[src/rtl/fifo_stream_pkg.sv]
// Shared constants and helpers for the FIFO read-side stream stage.
package fifo_stream_pkg;

  localparam int DATA_WIDTH_DEF = 8;
  localparam int FRAME_LEN_DEF  = 16;
  localparam int BUF_DEPTH      = 3;
  localparam int FRAME_CNT_W    = 16;
  localparam int OCC_W          = 2;

  typedef enum logic [1:0] {
    OP_IDLE,
    OP_PUSH,
    OP_POP,
    OP_BOTH
  } buf_op_e;

  // Word index width; a single-word frame still needs one bit of register.
  function automatic int idx_width(input int frame_len);
    return (frame_len > 1) ? $clog2(frame_len) : 1;
  endfunction

  function automatic logic [OCC_W-1:0] ptr_inc(input logic [OCC_W-1:0] p);
    return (p == OCC_W'(BUF_DEPTH - 1)) ? '0 : p + 1'b1;
  endfunction

endpackage

[src/rtl/stream_hold_buf.sv]
// Three-entry register ring buffer: absorbs the FIFO read latency and
// presents its oldest word at head.
module stream_hold_buf
  import fifo_stream_pkg::*;
#(
  parameter int data_width = DATA_WIDTH_DEF
) (
  input  logic                  clk,
  input  logic                  rst,
  input  logic                  push,
  input  logic [data_width-1:0] push_data,
  input  logic                  pop,
  output logic [data_width-1:0] head,
  output logic [OCC_W-1:0]      occ
);

  logic [data_width-1:0] mem [BUF_DEPTH];
  logic [OCC_W-1:0]      wr_ptr;
  logic [OCC_W-1:0]      rd_ptr;
  logic                  do_push;
  logic                  do_pop;
  buf_op_e               op;

  assign do_pop  = pop && (occ != '0);
  assign do_push = push && ((occ != OCC_W'(BUF_DEPTH)) || do_pop);

  // NOTE: the default assignment comes first so no path leaves op unassigned,
  // which would otherwise infer a latch.
  always_comb begin
    op = OP_IDLE;
    case ({do_push, do_pop})
      2'b10:   op = OP_PUSH;
      2'b01:   op = OP_POP;
      2'b11:   op = OP_BOTH;
      default: op = OP_IDLE;
    endcase
  end

  // NOTE: storage is cleared on reset on purpose, so the stream data output
  // reads as zero after reset instead of exposing discarded words.
  always_ff @(posedge clk) begin
    if (rst) begin
      wr_ptr <= '0;
      rd_ptr <= '0;
      occ    <= '0;
      for (int i = 0; i < BUF_DEPTH; i++) begin
        mem[i] <= '0;
      end
    end else begin
      // NOTE: non-blocking assignments keep every register update in this
      // block reading the pre-edge values, independent of statement order.
      if (do_push) begin
        mem[wr_ptr] <= push_data;
        wr_ptr      <= ptr_inc(wr_ptr);
      end
      if (do_pop) begin
        rd_ptr <= ptr_inc(rd_ptr);
      end
      case (op)
        OP_PUSH: occ <= occ + 1'b1;
        OP_POP:  occ <= occ - 1'b1;
        default: occ <= occ;
      endcase
    end
  end

  assign head = mem[rd_ptr];

endmodule

[src/rtl/fifo_stream_reader.sv]
// FIFO drain stage: issues read strobes against buffer credit and streams the
// words out as valid/ready with m_last every FRAME_LEN words.
module fifo_stream_reader
  import fifo_stream_pkg::*;
#(
  parameter int data_width = DATA_WIDTH_DEF,
  parameter int FRAME_LEN  = FRAME_LEN_DEF
) (
  input  logic                   clk,
  input  logic                   rst,
  input  logic                   fifo_empty,
  output logic                   fifo_rd_en,
  input  logic [data_width-1:0]  fifo_rd_data,
  output logic [data_width-1:0]  m_data,
  output logic                   m_valid,
  input  logic                   m_ready,
  output logic                   m_last,
  output logic [FRAME_CNT_W-1:0] frame_cnt
);

  localparam int IDX_W = idx_width(FRAME_LEN);
  localparam logic [IDX_W-1:0] LAST_IDX = IDX_W'(FRAME_LEN - 1);

  logic                   inflight;
  logic [OCC_W-1:0]       occ;
  logic [OCC_W:0]         owned;
  logic [data_width-1:0]  head;
  logic [IDX_W-1:0]       word_idx;
  logic [FRAME_CNT_W-1:0] frame_q;
  logic                   handshake;

  stream_hold_buf #(
    .data_width(data_width)
  ) u_buf (
    .clk      (clk),
    .rst      (rst),
    .push     (inflight),
    .push_data(fifo_rd_data),
    .pop      (handshake),
    .head     (head),
    .occ      (occ)
  );

  // Credit counts words already held plus the one still in the FIFO read
  // pipeline; only registered state feeds it, so m_ready never reaches rd_en.
  assign owned      = {1'b0, occ} + {{OCC_W{1'b0}}, inflight};
  assign fifo_rd_en = !rst && !fifo_empty && (owned < (OCC_W + 1)'(BUF_DEPTH));

  assign m_valid   = !rst && (occ != '0);
  assign m_data    = rst ? '0 : head;
  assign m_last    = m_valid && (word_idx == LAST_IDX);
  assign handshake = m_valid && m_ready;
  assign frame_cnt = frame_q;

  always_ff @(posedge clk) begin
    if (rst) begin
      inflight <= 1'b0;
    end else begin
      inflight <= fifo_rd_en;
    end
  end

  always_ff @(posedge clk) begin
    if (rst) begin
      word_idx <= '0;
      frame_q  <= '0;
    end else if (handshake) begin
      if (m_last) begin
        word_idx <= '0;
        frame_q  <= frame_q + 1'b1;
      end else begin
        word_idx <= word_idx + 1'b1;
      end
    end
  end

endmodule
[config.mk]
export PLATFORM = sky130hd
export DESIGN_NAME = fifo_stream_reader
export DESIGN_NICKNAME = d
export VERILOG_FILES = /design/src/rtl/fifo_stream_pkg.sv /design/src/rtl/stream_hold_buf.sv /design/src/rtl/fifo_stream_reader.sv
export SDC_FILE = /design/constraint.sdc
export NUM_CORES = 1
export LEC_CHECK = 0
export CORE_ASPECT_RATIO = 0.5
export CORE_UTILIZATION = 50
export CTS_BUF_LIST = sky130_fd_sc_hd__clkbuf_4 sky130_fd_sc_hd__clkbuf_8
export CTS_CLUSTER_DIAMETER = 60
export DETAILED_ROUTE_END_ITERATION = 6
export PLACE_DENSITY = 0.71
export SLEW_MARGIN = 25
export SYNTH_ARGS = -nofsm -noshare
export SYNTH_HDL_FRONTEND = slang
export SYNTH_SLANG_ARGS = --single-unit
[constraint.sdc]
create_clock -name clk -period 2.1 [get_ports clk]
set_clock_uncertainty 0.1 [all_clocks]
set_input_delay 0.42 -clock clk [delete_from_list [all_inputs] [get_ports clk]]
set_output_delay 0.42 -clock clk [all_outputs]
set_load 0.1 [all_outputs]
==> run summary <==
### Clock tree
- **clock-pin transition on the worst setup and hold timing paths** 60 ps
- **number of buffers added for setup after CTS** 0
- **clock insertion delay at the later pin of the skew report** 330 ps
- **Root Buffer Master** clkbuf_8
- **total number of H-tree levels** 3
- **clock sinks** 61
- **Post-CTS Hold Fix Bufs** 0
- **TritonCTS clock tree** yes
- **total CTS buffers** 9
- **Clock Tree Buf Depth** 2

### Placed design
- **routability cong.** 0.728
- **Buffers on Ports** 38
- **half-perimeter wire length of the detailed placement result** 3820 um

### Logic synthesis
- **sequential area share after synthesis** 0.556
- **Yosys Warn Count** 0
- **count of unique library cells instantiated by Yosys** 37
- **share of flip-flops with an asynchronous set or reset** 0
- **synthesized netlist net count** 251
- **netlist area before placement** 0.00277 mm^2
- **Post-Syn Area per Cell** 11.8 um^2
- **Cells after Synth** 234
- **post-synthesis sequential element count** 61
- **EDFF count, synth** 32
- **ys flop type** edfxtp_1

### Worst setup path
- **delay of the slowest cell on the worst path** 380 ps
- **Crit. End Element** primary output
- **kind of critical path** flip-flop to primary output
- **critical path arrival** 1670 ps
- **Worst Setup Start Kind** flip-flop
- **most used cell, CP** ha_4
- **worst endpoint required time** 1580 ps
- **cell with the largest stage delay on the worst path** dfxtp_4
- **largest fanout on the critical path** 6
- **worst-path cell chain** ha_4 -> ha_4 -> a2111oi_4 -> buf_12

### Status
- **violations in the final reports** setup timing
- **result of the run** finished with violations

### Min path
- **worst min path class** flip-flop to flip-flop

### Power and ir drop
- **Lkg Pwr** 1.33 nW
- **worst vdd ir** 0.409 mV
- **pwr dens** 728 mW/mm^2

### Die
- **height of the die** 54.6 um
- **# rows** 18
- **count of pins on the block boundary** 39
- **starting utilization of the core area** 0.539
- **Die Wd** 107 um
- **floorplan core area** 0.00513 mm^2
- **Total Die Area** 0.00586 mm^2

### Timing
- **number of max-slew violations in the final report** 0
- **hold slack final** 392 ps
- **portion of the clock cycle consumed by the worst path in the final layout** 1.04
- **shortest period the worst path allows** 2190 ps
- **Max Clk Rate** 457 MHz
- **min setup slack post-route** -89.4 ps
- **Worst Max-Slew Pin Slew** 443 ps
- **Slew HR** 0.702
- **final setup violation count** 9
- **RSZ-0062 raised after global routing** yes
- **Final Hold Fails** 0

### Finish
- **diodes inserted** 0
- **nets** 303
- **flip-flop and latch area** 0.00156 mm^2
- **Final Core Density** 0.712
- **area of the multi-input gates** 0.00125 mm^2
- **layout cells sized above 1** 0.344
- **signed area change from the synthesized netlist to the final layout** 31.9%
- **Filler Cell Count** 369

### Routing
- **WL per Instance** 15.1 um
- **1st-pass router iterations** 4
- **via total after detailed routing** 1,967
- **residual antenna-violating net count after detailed routing** 0
- **count of routing violations after the opening detailed-route iteration** 70
- **drt total wl** 5450 um
- **# DRC** 0
- **detailed-route vias per instance** 5.45

### GRT
- **remaining global-route overflow** 0
- **GRT met2 Usage** 0.354
- **global-route met1 utilization** 0.249
- **via count of the first global-routing pass** 1,826
- **busiest metal layer after global routing** met2
- **global-route wire length before repair** 8690 um
- **pin count of the biggest net entering global routing** 23
- **antenna violations before repair** 0
- **overall fraction of global-route tracks in use** 0.209
- **met3 track utilization from global routing** 0.0833

### Job
- **total of max-cap violations** 0

==> flip-flops by register name, summed over array words and instances (netlist names), named ones only <==
register,flops
frame_cnt,16
inflight,1
u_buf.mem,32
u_buf.occ,2
u_buf.rd_ptr,2
u_buf.wr_ptr,2
word_idx,4
==> cell families after synthesis <==
kind of cell / count (synthesis) / share of synthesized area
mux: 10 / 0.0723
compound gates: 38 / 0.0845
flops: 61 / 0.556
fa+ha+maj: 5 / 0.0226
xor+xnor: 6 / 0.0190
simple gates: 98 / 0.214
buf+inv: 16 / 0.0312
==> timing repair <==
item                       CTS  global route
gates cloned                 0             0
setup endpoints to repair   10            11
pin swaps                    0             0
resized for setup            3             4
==> worst max-delay path: cells and delay by family (launching register included) <==
kind	cells	cell delay, ps
flip-flops	1	380
adder cells (fa/ha/maj)	2	380
AO/OA/AOI/OAI	1	350
buffers and inverters	1	220
==> where the power goes <==
part / internal [mW] / switching (mW) / total, mW
Sequential: 1.30 / 0.0306 / 1.33
Clock: 0.444 / 0.431 / 0.875
Combinational: 0.211 / 0.250 / 0.460
==> worst paths after layout <==
check | from | to | slack [ps] | cells after the start
worst min register to register | frame_cnt[15] | frame_cnt[15] | 390 | 2
worst max-delay path | u_buf.occ[0] | fifo_rd_en | -90 | 4
worst min-delay path | frame_cnt[15] | frame_cnt[15] | 390 | 2
worst max register to register | word_idx[0] | frame_cnt[15] | 150 | 6
==> through the flow <==
step                instances  instance area, um^2  TNS (ps)  power (mW)  worst slack [ps]
floorplan                 234                 2900      -292        1.65              -292
global placement          345                 3470     -1590        1.80              -102
detailed placement        345                 3470     -6110        1.81              -231
CTS                       361                 3650      -731        2.69              -122
global route              361                 3650     -1020        2.77              -167
finish                    361                 3650      -454        2.66             -89.4
==> layout make-up <==
cell class / instances / share of cell area
clock buffer: 11 / 0.0380
clock inverter: 5 / 0.00753
inverter: 5 / 0.00514
multi-input combinational: 157 / 0.343
sequential: 61 / 0.428
tap: 70 / 0.0240
timing repair buffer: 52 / 0.154
==> synthesized netlist by cell type, types with 6 or more instances <==
| cell | instances | area, um^2 |
|---|---|---|
| a21oi_1 | 15 | 75.1 |
| and2_1 | 27 | 169 |
| dfxtp_1 | 29 | 581 |
| edfxtp_1 | 32 | 961 |
| mux4_2 | 8 | 180 |
| nand2_1 | 8 | 30.0 |
| nand3_1 | 8 | 40.0 |
| nor2_1 | 10 | 37.5 |
| nor2b_1 | 12 | 75.1 |
| o21ai_0 | 9 | 45.0 |
| o31ai_1 | 6 | 45.0 |
| or3_1 | 7 | 43.8 |
| or4_1 | 6 | 45.0 |
==> cell usage in the layout (no fill, tap or decap), types with 4 or more instances in the layout <==
cell type and instances:
mux4_2 8, buf_4 29, edfxtp_1 32, or3_1 7, inv_1 5, a21oi_1 15, nand3_1 8, nor2_1 10
o31ai_1 6, nand4_1 4, nor2b_4 8, nor2b_1 4, buf_12 12, or4_1 6, o21ai_0 9, nand2_1 8
clkbuf_8 9, xor2_1 4, and2_1 26, dfxtp_1 13, clkdlybuf4s50_1 10, dfxtp_2 15
==> routing by layer <==
metal,vias up,share of wire
met1,955,0.46
met4,0,0.0095
met2,38,0.49
li1,969,-
met5,-,0
met3,5,0.043
Power figures use the tool's default switching activity.
